[src/rtl/dm_lsu_pkg.sv]
// Shared types for the DM load/store controller: size encodings, FSM states,
// and the alignment/legality check applied at request accept.
package dm_lsu_pkg;

    localparam int unsigned DM_AW = 8;
    localparam int unsigned DW    = 32;

    typedef enum logic [1:0] {
        SZ_B = 2'b00,
        SZ_H = 2'b01,
        SZ_W = 2'b10,
        SZ_R = 2'b11
    } size_t;

    typedef enum logic [1:0] {
        IDLE,
        LD_WAIT,
        RMW_MERGE,
        RESP
    } state_t;

    // Misaligned half/word or reserved size: completes with an error and no DM access.
    function automatic logic is_bad_req(size_t size, logic [1:0] addr_lo);
        case (size)
            SZ_H:    return addr_lo[0];
            SZ_W:    return addr_lo != 2'b00;
            SZ_R:    return 1'b1;
            default: return 1'b0;
        endcase
    endfunction

endpackage

[src/rtl/dm_lsu_ctrl_if.sv]
// Request/response bus between the MEM stage (master) and the LSU controller (slave).
//   req_*  : request fields, qualified by req_valid & req_ready
//   resp_* : completion pulse, load data and error flag
interface dm_lsu_ctrl_if;
    import dm_lsu_pkg::*;

    logic          req_valid;
    logic          req_ready;
    logic          req_we;
    size_t         req_size;
    logic          req_signed;
    logic [DW-1:0] req_addr;
    logic [DW-1:0] req_wdata;
    logic          resp_valid;
    logic [DW-1:0] resp_rdata;
    logic          resp_err;

    modport master (
        output req_valid, req_we, req_size, req_signed, req_addr, req_wdata,
        input  req_ready, resp_valid, resp_rdata, resp_err
    );

    modport slave (
        input  req_valid, req_we, req_size, req_signed, req_addr, req_wdata,
        output req_ready, resp_valid, resp_rdata, resp_err
    );

endinterface

[src/rtl/dm_lane_unit.sv]
// Combinational lane logic for a 32-bit little-endian word.
//   word      : word read from DM
//   addr_lo   : byte offset within the word
//   size      : access size
//   sign_ext  : sign-extend sub-word loads
//   wdata     : right-justified store data
//   load_data : extracted and extended load result
//   merged    : word with the addressed lane(s) replaced by store data
module dm_lane_unit
    import dm_lsu_pkg::*;
(
    input  logic [DW-1:0] word,
    input  logic [1:0]    addr_lo,
    input  size_t         size,
    input  logic          sign_ext,
    input  logic [DW-1:0] wdata,
    output logic [DW-1:0] load_data,
    output logic [DW-1:0] merged
);

    logic [4:0]  byte_sh;
    logic [7:0]  byte_sel;
    logic [15:0] half_sel;

    assign byte_sh  = {addr_lo, 3'b000};
    assign byte_sel = word[byte_sh +: 8];
    assign half_sel = addr_lo[1] ? word[31:16] : word[15:0];

    // Load extract and extend
    always_comb begin
        load_data = word;
        case (size)
            SZ_B:    load_data = {{24{sign_ext & byte_sel[7]}}, byte_sel};
            SZ_H:    load_data = {{16{sign_ext & half_sel[15]}}, half_sel};
            default: load_data = word;
        endcase
    end

    // Store merge into the read word
    always_comb begin
        merged = word;
        case (size)
            SZ_B: merged[byte_sh +: 8] = wdata[7:0];
            SZ_H: begin
                if (addr_lo[1]) merged[31:16] = wdata[15:0];
                else            merged[15:0]  = wdata[15:0];
            end
            default: merged = wdata;
        endcase
    end

endmodule

[src/rtl/dm_lsu_ctrl.sv]
// Load/store controller in front of a word-only, synchronous-read data memory.
//   clock, rst : clock and synchronous active-high reset
//   bus        : request/response interface (slave side)
//   dm_*       : DM address, write data, read/write enables, read data
// Sub-word stores are done as read-modify-write; one request outstanding at a time.
module dm_lsu_ctrl
    import dm_lsu_pkg::*;
(
    input  logic             clock,
    input  logic             rst,
    dm_lsu_ctrl_if.slave     bus,
    output logic [DM_AW-1:0] dm_address,
    output logic [DW-1:0]    dm_data,
    output logic             dm_rden,
    output logic             dm_wren,
    input  logic [DW-1:0]    dm_q
);

    state_t              state;
    state_t              state_nx;
    size_t               lat_size;
    logic                lat_signed;
    logic [DM_AW+1:0]    lat_addr;
    logic [DW-1:0]       lat_wdata;
    logic                accept_c;
    logic                bad_c;
    logic [DW-1:0]       load_data;
    logic [DW-1:0]       merged;
    logic                unused_addr_bits;

    // Address bits above the DM range wrap
    assign unused_addr_bits = ^bus.req_addr[DW-1:DM_AW+2];

    assign bus.req_ready  = (state == IDLE) && !rst;
    assign bus.resp_valid = (state == RESP);
    assign accept_c       = bus.req_valid && bus.req_ready;
    assign bad_c          = is_bad_req(bus.req_size, bus.req_addr[1:0]);

    dm_lane_unit u_lane (
        .word      (dm_q),
        .addr_lo   (lat_addr[1:0]),
        .size      (lat_size),
        .sign_ext  (lat_signed),
        .wdata     (lat_wdata),
        .load_data (load_data),
        .merged    (merged)
    );

    // State register
    always_ff @(posedge clock) begin
        if (rst) state <= IDLE;
        else     state <= state_nx;
    end

    // Next state and DM drive: live request fields in IDLE, latched fields afterwards
    always_comb begin
        state_nx   = state;
        dm_address = lat_addr[DM_AW+1:2];
        dm_data    = lat_wdata;
        dm_rden    = 1'b0;
        dm_wren    = 1'b0;
        case (state)
            IDLE: begin
                dm_address = bus.req_addr[DM_AW+1:2];
                dm_data    = bus.req_wdata;
                if (accept_c) begin
                    if (bad_c) begin
                        state_nx = RESP;
                    end else if (bus.req_we && bus.req_size == SZ_W) begin
                        dm_wren  = 1'b1;
                        state_nx = RESP;
                    end else if (bus.req_we) begin
                        dm_rden  = 1'b1;
                        state_nx = RMW_MERGE;
                    end else begin
                        dm_rden  = 1'b1;
                        state_nx = LD_WAIT;
                    end
                end
            end
            LD_WAIT: state_nx = RESP;
            RMW_MERGE: begin
                dm_data  = merged;
                dm_wren  = 1'b1;
                state_nx = RESP;
            end
            RESP: state_nx = IDLE;
            default: state_nx = IDLE;
        endcase
        // A pending write or read is dropped in the reset cycle
        if (rst) begin
            dm_rden = 1'b0;
            dm_wren = 1'b0;
        end
    end

    // Request latch and response registers; rdata/err change only as resp_valid rises
    always_ff @(posedge clock) begin
        if (rst) begin
            lat_size       <= SZ_B;
            lat_signed     <= 1'b0;
            lat_addr       <= '0;
            lat_wdata      <= '0;
            bus.resp_rdata <= '0;
            bus.resp_err   <= 1'b0;
        end else begin
            if (accept_c) begin
                lat_size   <= bus.req_size;
                lat_signed <= bus.req_signed;
                lat_addr   <= bus.req_addr[DM_AW+1:0];
                lat_wdata  <= bus.req_wdata;
                if (bad_c) begin
                    bus.resp_rdata <= '0;
                    bus.resp_err   <= 1'b1;
                end else if (bus.req_we && bus.req_size == SZ_W) begin
                    bus.resp_rdata <= '0;
                    bus.resp_err   <= 1'b0;
                end
            end
            if (state == LD_WAIT) begin
                bus.resp_rdata <= load_data;
                bus.resp_err   <= 1'b0;
            end
            if (state == RMW_MERGE) begin
                bus.resp_rdata <= '0;
                bus.resp_err   <= 1'b0;
            end
        end
    end

endmodule

[src/flat_wrapper.sv]
// flat-port wrapper written by rule: the top's interface ports become plain ports
module dm_lsu_ctrl_flat import dm_lsu_pkg::*;
  (clock, rst, dm_address, dm_data, dm_rden, dm_wren, dm_q, bus_req_valid, bus_req_we, bus_req_size, bus_req_signed, bus_req_addr, bus_req_wdata, bus_req_ready, bus_resp_valid, bus_resp_rdata, bus_resp_err);
  dm_lsu_ctrl_if bus_i ();
  input  logic clock;
  input  logic rst;
  output logic [DM_AW-1:0] dm_address;
  output logic [DW-1:0] dm_data;
  output logic dm_rden;
  output logic dm_wren;
  input  logic [DW-1:0] dm_q;
  input wire logic [$bits(bus_i.req_valid)-1:0] bus_req_valid;
  input wire logic [$bits(bus_i.req_we)-1:0] bus_req_we;
  input wire logic [$bits(bus_i.req_size)-1:0] bus_req_size;
  input wire logic [$bits(bus_i.req_signed)-1:0] bus_req_signed;
  input wire logic [$bits(bus_i.req_addr)-1:0] bus_req_addr;
  input wire logic [$bits(bus_i.req_wdata)-1:0] bus_req_wdata;
  output wire logic [$bits(bus_i.req_ready)-1:0] bus_req_ready;
  output wire logic [$bits(bus_i.resp_valid)-1:0] bus_resp_valid;
  output wire logic [$bits(bus_i.resp_rdata)-1:0] bus_resp_rdata;
  output wire logic [$bits(bus_i.resp_err)-1:0] bus_resp_err;
  assign bus_i.req_valid = bus_req_valid;
  assign bus_i.req_we = bus_req_we;
  assign bus_i.req_size = bus_req_size;
  assign bus_i.req_signed = bus_req_signed;
  assign bus_i.req_addr = bus_req_addr;
  assign bus_i.req_wdata = bus_req_wdata;
  assign bus_req_ready = bus_i.req_ready;
  assign bus_resp_valid = bus_i.resp_valid;
  assign bus_resp_rdata = bus_i.resp_rdata;
  assign bus_resp_err = bus_i.resp_err;
  dm_lsu_ctrl u_core (.clock(clock), .rst(rst), .bus(bus_i), .dm_address(dm_address), .dm_data(dm_data), .dm_rden(dm_rden), .dm_wren(dm_wren), .dm_q(dm_q));
endmodule
[config.mk]
export PLATFORM = sky130hd
export DESIGN_NAME = dm_lsu_ctrl_flat
export DESIGN_NICKNAME = d
export VERILOG_FILES = /design/src/rtl/dm_lsu_pkg.sv /design/src/rtl/dm_lsu_ctrl_if.sv /design/src/rtl/dm_lane_unit.sv /design/src/rtl/dm_lsu_ctrl.sv /design/src/flat_wrapper.sv
export SDC_FILE = /design/constraint.sdc
export NUM_CORES = 1
export LEC_CHECK = 0
export ABC_AREA = 1
export BUFFER_PORTS_ARGS = -buffer_cell sky130_fd_sc_hd__buf_2
export CAP_MARGIN = 20
export CORE_ASPECT_RATIO = 0.7
export CORE_MARGIN = 3
export CORE_UTILIZATION = 53
export CTS_BUF_LIST = sky130_fd_sc_hd__clkbuf_4
export DETAILED_ROUTE_END_ITERATION = 10
export PLACE_DENSITY = 0.83
export RECOVER_POWER = 100
export SYNTH_ARGS = -nofsm -noshare
export SYNTH_HDL_FRONTEND = slang
export SYNTH_HIERARCHICAL = 1
export SYNTH_SLANG_ARGS = --single-unit
export TNS_END_PERCENT = 5
[constraint.sdc]
create_clock -name clock -period 2.6 [get_ports clock]
set_input_delay 0.13 -clock clock [delete_from_list [all_inputs] [get_ports clock]]
set_output_delay 0.13 -clock clock [all_outputs]
set_load 0.01 [all_outputs]
Yosys cells after proc, flatten, opt, wreduce, memory -nomap -nowiden
Cells that the tools add are included.
{ "word_totals": {"regBits": 80, "latchBits": 0, "ram_bits": 0, "romBits": 0, "input_bits": 103, "out_inout_bits": 77, "word_cells": 66, "n_memories": 0} }
{ "classes": {"n_addsub": 1, "multipliers": 0, "n_div": 0, "order_cmp": 0, "eq_ne": 8, "shift": 3, "n_mux": 30, "n_bitwise": 2, "reduce_logical": 15} }
{ "ops": {"columns": ["operator", "count"], "rows": [
  ["32-bit one-hot mux with 2 select lines", 3],
  ["32-bit two-way mux", 4],
  ["16-bit two-way mux", 3],
  ["32-bit bitwise mux", 1],
  ["8-bit by 7-bit variable shift with 32-bit output, first input constant", 1],
  ["32-bit by 6-bit indexed part select with 8-bit output", 1],
  ["8-bit by 7-bit indexed part select with 32-bit output", 1],
  ["1-bit two-way mux", 11],
  ["2-bit equality test, second input constant", 4],
  ["2-bit two-way mux", 4],
  ["8-bit two-way mux", 1],
  ["5-bit negation with 7-bit output", 1],
  ["2-bit by 1-bit equality test with 1-bit output, second input constant", 3],
  ["2-bit one-hot mux with 3 select lines", 1],
  ["2-bit nonzero test", 3],
  ["2-bit logical NOT", 2],
  ["2-bit AND reduction", 2],
  ["2-bit OR reduction", 2],
  ["1-bit logical AND", 3],
  ["1-bit one-hot mux with 3 select lines", 1],
  ["3-bit nonzero test", 1],
  ["3-bit OR reduction", 1],
  ["1-bit AND", 2],
  ["2-bit by 1-bit inequality test with 1-bit output, second input constant", 1],
  ["2 further kinds", 2]
]} }

Longest topological paths before layout
{ "logic_depth": {"word_depth": 7, "mapped_depth": 14, "depth_no_buf": 11} }

Hierarchy
The synthesis kept the hierarchy.
{ "modules_own_cells": {"columns": ["mod", "instances", "cells_each", "area_per_inst_um2", "seq_area_each_um2"], "rows": [
  ["dm_lsu_ctrl", 1, 508, 3622.2, 1601.5],
  ["dm_lane_unit", 1, 401, 1805.5, 0.0]
]} }

Least setup slack after synthesis
OpenSTA, ideal clock, no wires.
{ "synth_timing": {"path_type": "reg2out", "start": "reg u_core.lat_addr[1]", "end": "out dm_data[16]", "arrival_ns": 1.965, "required_ns": 2.470, "path_slack_ns": 0.505, "stages_incl_launch_ff": 13, "n_path_buf": 2, "cell_sequence": "dfxtp_1 inv_2 buf_4 buf_2 ha_1 nand3_1 nor2_1 nand2_1 nand2_1 nand2_1 nand2_1 nand2_1 nand2_1"} }
{ "synth_between": {"elab_chain_cells": 5, "elab_cells_between_ends": 7, "cone_classes": "add/sub: 1; shift: 2; mux: 4"} }
{ "synth_rtl": {"columns": ["element", "line", "rtl"], "rows": [
  ["from (decl)", "dm_lsu_ctrl.sv:23", "logic [DM_AW+1:0] lat_addr;"],
  ["from (signal assigned)", "dm_lsu_ctrl.sv:110", "lat_addr <= bus.req_addr[DM_AW+1:0];"],
  ["5-bit negation with 7-bit output", "dm_lane_unit.sv:43", "SZ_B: merged[byte_sh +: 8] = wdata[7:0];"],
  ["8-bit by 7-bit indexed part select with 32-bit output / 8-bit by 7-bit variable shift with 32-bit output (equally long branches)", "dm_lane_unit.sv:43", null],
  ["32-bit bitwise mux", "dm_lane_unit.sv:43", null],
  ["32-bit one-hot mux with 2 select lines *", "dm_lane_unit.sv:42", "case (size)"],
  ["net u_core.merged[16]", "dm_lsu_ctrl.sv:28", "logic [DW-1:0] merged;"],
  ["32-bit one-hot mux with 2 select lines *", "dm_lsu_ctrl.sv:62", "case (state)"],
  ["to (decl)", "flat_wrapper.sv:8", "output logic [DW-1:0] dm_data;"]
]} }
Mark *: on every way through the listed nets, which the timed path passes. The rest lies on a longest branch.

Worst setup path after layout
{ "layout_timing": {"start": "reg u_core.state[0]", "end": "out dm_rden"} }
{ "layout_between": {"elab_chain_cells": 6} }
{ "layout_rtl": {"columns": ["element", "line", "rtl"], "rows": [
  ["from (decl)", "dm_lsu_ctrl.sv:19", "state_t state;"],
  ["from (signal assigned)", "dm_lsu_ctrl.sv:52", "else state <= state_nx;"],
  ["2-bit logical NOT *", "dm_lsu_ctrl.sv:34, dm_lsu_ctrl.sv:62", null],
  ["1-bit logical AND", "dm_lsu_ctrl.sv:34", "assign bus.req_ready = (state == IDLE) && !rst;"],
  ["1-bit logical AND", "dm_lsu_ctrl.sv:36", "assign accept_c = bus.req_valid && bus.req_ready;"],
  ["1-bit two-way mux", "dm_lsu_ctrl.sv:66", "if (accept_c) begin"],
  ["1-bit two-way mux *", "dm_lsu_ctrl.sv:62", null],
  ["1-bit two-way mux *", "dm_lsu_ctrl.sv:91", "if (rst) begin"],
  ["to (decl)", "flat_wrapper.sv:9", "output logic dm_rden;"]
]} }
Mark *: on every way between the ends. The rest lies on a longest branch, timed or not.

==> flow_summary.yaml <==
synth:
  synth_common_cells: "nand2_1, nand3_1, dfxtp_1, a21oi_1, inv_1"
  ys_warn_count: 6
  postSynthAreaPerCell_um2: 5.97
  synth.distinct_cells: 32
  yosys.area.top_type: "dfxtp_1"
  netlist_area_um2: 5430
  synthFlopType: "dfxtp_1"
  synthArstFlopShare_pct: 0
  synth_top_cell_area_share_pct: 29.5
  ys_ff_latch: 80
  syn_inst: 909
  ys_seq_area_share_pct: 29.5
  syn_nets: 1022
  yosysMostFrequentCell: "nand2_1"
  synth-edff-count: 0
  synthTopCellsByArea: "dfxtp_1, nand2_1, nand3_1"
cells_and_area:
  multiInputGateArea_um2: 3380
  num-nets-final: 1193
  syn2layout_area_growth_pct: 25.1
  antenna_cells: 0
  drive_above_1_share_pct: 15.8
  finalNonFillerCells: 1213
  regArea_um2: 1600
  fillers: 932
  final_area_um2: 6790
critical_path:
  critPathLaunch: "u_core/state[0]"
  reg2reg_from: "u_core/state[0]"
  critPathRequiredTime_ns: 2.47
  cp.depth: 8
  cp-start-kind: "flip-flop"
  path_cells: "inv_1 -> ha_2 -> nand3_4 -> inv_1 -> buf_6 -> nand2_1 -> nor2_1 -> buf_2"
  end_kind: "primary output"
  crit_slowest_cell: "dfxtp_1"
  cpMostUsedCell: "inv_1"
  critPathKind: "reg2out"
  worstReg2RegEnd: "u_core/bus.resp_rdata[27]"
  cpPeakStageDelay_ns: 0.36
  critical_path.top_delay_family: "buffers and inverters"
  ff2ff_path_depth: 7
  path_buf_inv: 4
  r2r_slack_ns: 0.28
  crit_fanout: 37
  worstPathArrival_ns: 2.33
sta:
  setup_viol: 0
  final_max_slew_viol_count: 0
  hold_viol_final: 0
  worst_slew_pin_slew_ns: 0.759
  max_freq_ghz: 0.407
  finalCriticalPeriod_ns: 2.46
  rsz0062_at_grt: "yes"
  fin_skew_ns: 0.0136
  setup-tns-final_ns: 0
  relSlewSlack_pct: 49.3
  holdWs_ns: 0.0280
  fin_crit_sh_pct: 94.4
job:
  cap_viol_max_count: 0
clock_network:
  clock_sinks: 80
  clk_latency_ns: 0.46
  cts_setup_buffers: 0
  path_clk_slew_ns: 0.12
  cts_buffer_depth: 2
  numCtsBuffers: 9
  cts_tree: "yes"
  cts-root-buf: "clkbuf_4"
  htreeDepth: 3
status:
  status: "complete, no violations"
global_route:
  grt_util_all_layers_pct: 34.0
  grt-ovfl-total: 0
  grt_pass1_vias: 6196
  grt_pass1_wl_um: 31500
  antenna_found_initial: 0
  grt_max_degree: 50
drt:
  wl_per_cell_um: 16.4
  routed_via_density: 5.67
  first_pass_iters: 7
  num_vias: 6873
  totalWireLength_um: 19900
  ant_nets: 0
  route.detailed.drc: 0
  drt_iter0_drc: 832
floorplan:
  die_width_um: 127
  initial_core_util_pct: 55.2
  num_rows: 30
  die_y_um: 90.7
  die_area_um2: 11500
  core_area_um2: 9830
  pin_count: 180
placed_design:
  io_buffers: 157
  place_congestion: 1.08
  placedCellCount: 1152
  placed_cell_area_um2: 6200
  dp_hpwl_um: 14000
worst_hold_path:
  worstHoldStart: "bus_req_size[0]"
  min_to: "u_core/lat_size[0]"
  min_path_type: "in2reg"
  hold_depth: 3
power:
  power_mw: 5.53
  ir_drop_v: 0.000415
  powerDensity_nw_per_um2: 814
  p_leak_nw: 3.34
==> worst register-to-register path, delay by kind of cell, from the launching register on <==
family | cells | cell delay, ns
AND/OR/NAND/NOR | 3 | 1.17
flip-flops | 1 | 0.36
buffers and inverters | 2 | 0.32
adder cells (fa/ha/maj) | 1 | 0.28
AO/OA/AOI/OAI | 1 | 0.10
==> repair_timing <==
item,4_1_cts,5_1_grt
hold buffers,45,0
hold endpoints to repair,45,0
setup endpoints to repair,0,31
gates resized for setup,0,9
==> registers in the layout, indices dropped and copies added (netlist names) <==
signal                 cells
u_core/bus.resp_rdata     32
u_core/lat_wdata          32
u_core/lat_addr           10
u_core/lat_size            2
u_core/state               2
u_core/bus.resp_err        1
u_core/lat_signed          1
==> per-layer routing <==
layer	part of all wire [%]	vias up	track usage (%)	wire length [um]
li1	-	3297	-	-
met1	43	3106	48.7	8630
met2	43	438	51.5	8620
met3	12	32	8.39	2400
met4	1.5	0	7.50	293
met5	0	-	0	0
==> stage by stage <==
stage	worst slack, ns	utilization, %
floorplan	0.505	-
global placement	0.496	63.0
detailed placement	0.439	63.0
CTS	0.0734	69.3
global route	-0.0112	69.0
finish	0.145	69.0
==> cell families after synthesis <==
logic type / after synthesis / share of synthesized area, %
flops: 80 / 29.5
simple gates: 582 / 45.3
compound gates: 129 / 14.0
fa+ha+maj: 10 / 2.31
buf+inv: 108 / 8.92
==> layout make-up <==
| type | instances | area share [%] |
|---|---|---|
| Tap cell | 128 | 2.36 |
| Inverter | 51 | 2.82 |
| Sequential cell | 80 | 23.6 |
| Multi-Input combinational cell | 721 | 49.8 |
| Timing Repair Buffer | 217 | 19.1 |
| Clock buffer | 9 | 0.995 |
| Clock inverter | 7 | 1.38 |
==> layout by cell type (no fill, tap or decap), types with 41 or more instances in the layout <==
| master | synthesis | routed |
|---|---|---|
| nor2_1 | 43 | 41 |
| clkbuf_1 | 24 | 42 |
| a21oi_1 | 47 | 47 |
| dlygate4sd3_1 | 0 | 45 |
| buf_2 | 21 | 115 |
| nand2_1 | 384 | 384 |
| dfxtp_1 | 80 | 79 |
| inv_1 | 45 | 46 |
| nand3_1 | 124 | 124 |
==> report_power, final <==
part           total [mW]  internal, mW  switching, mW
logic                3.03          1.00           2.02
clock network       0.866         0.392          0.474
registers            1.64          1.43          0.205
total                5.53          2.83           2.70
==> how the worst max path moves through the flow <==
stage | endpoint
finish | dm_rden
global route | dm_data[15]
CTS | dm_data[14]
detailed placement | u_core/bus.resp_rdata[27]
global placement | u_core/bus.resp_rdata[5]
floorplan | dm_data[16]
(Power assumes the default switching activity.)
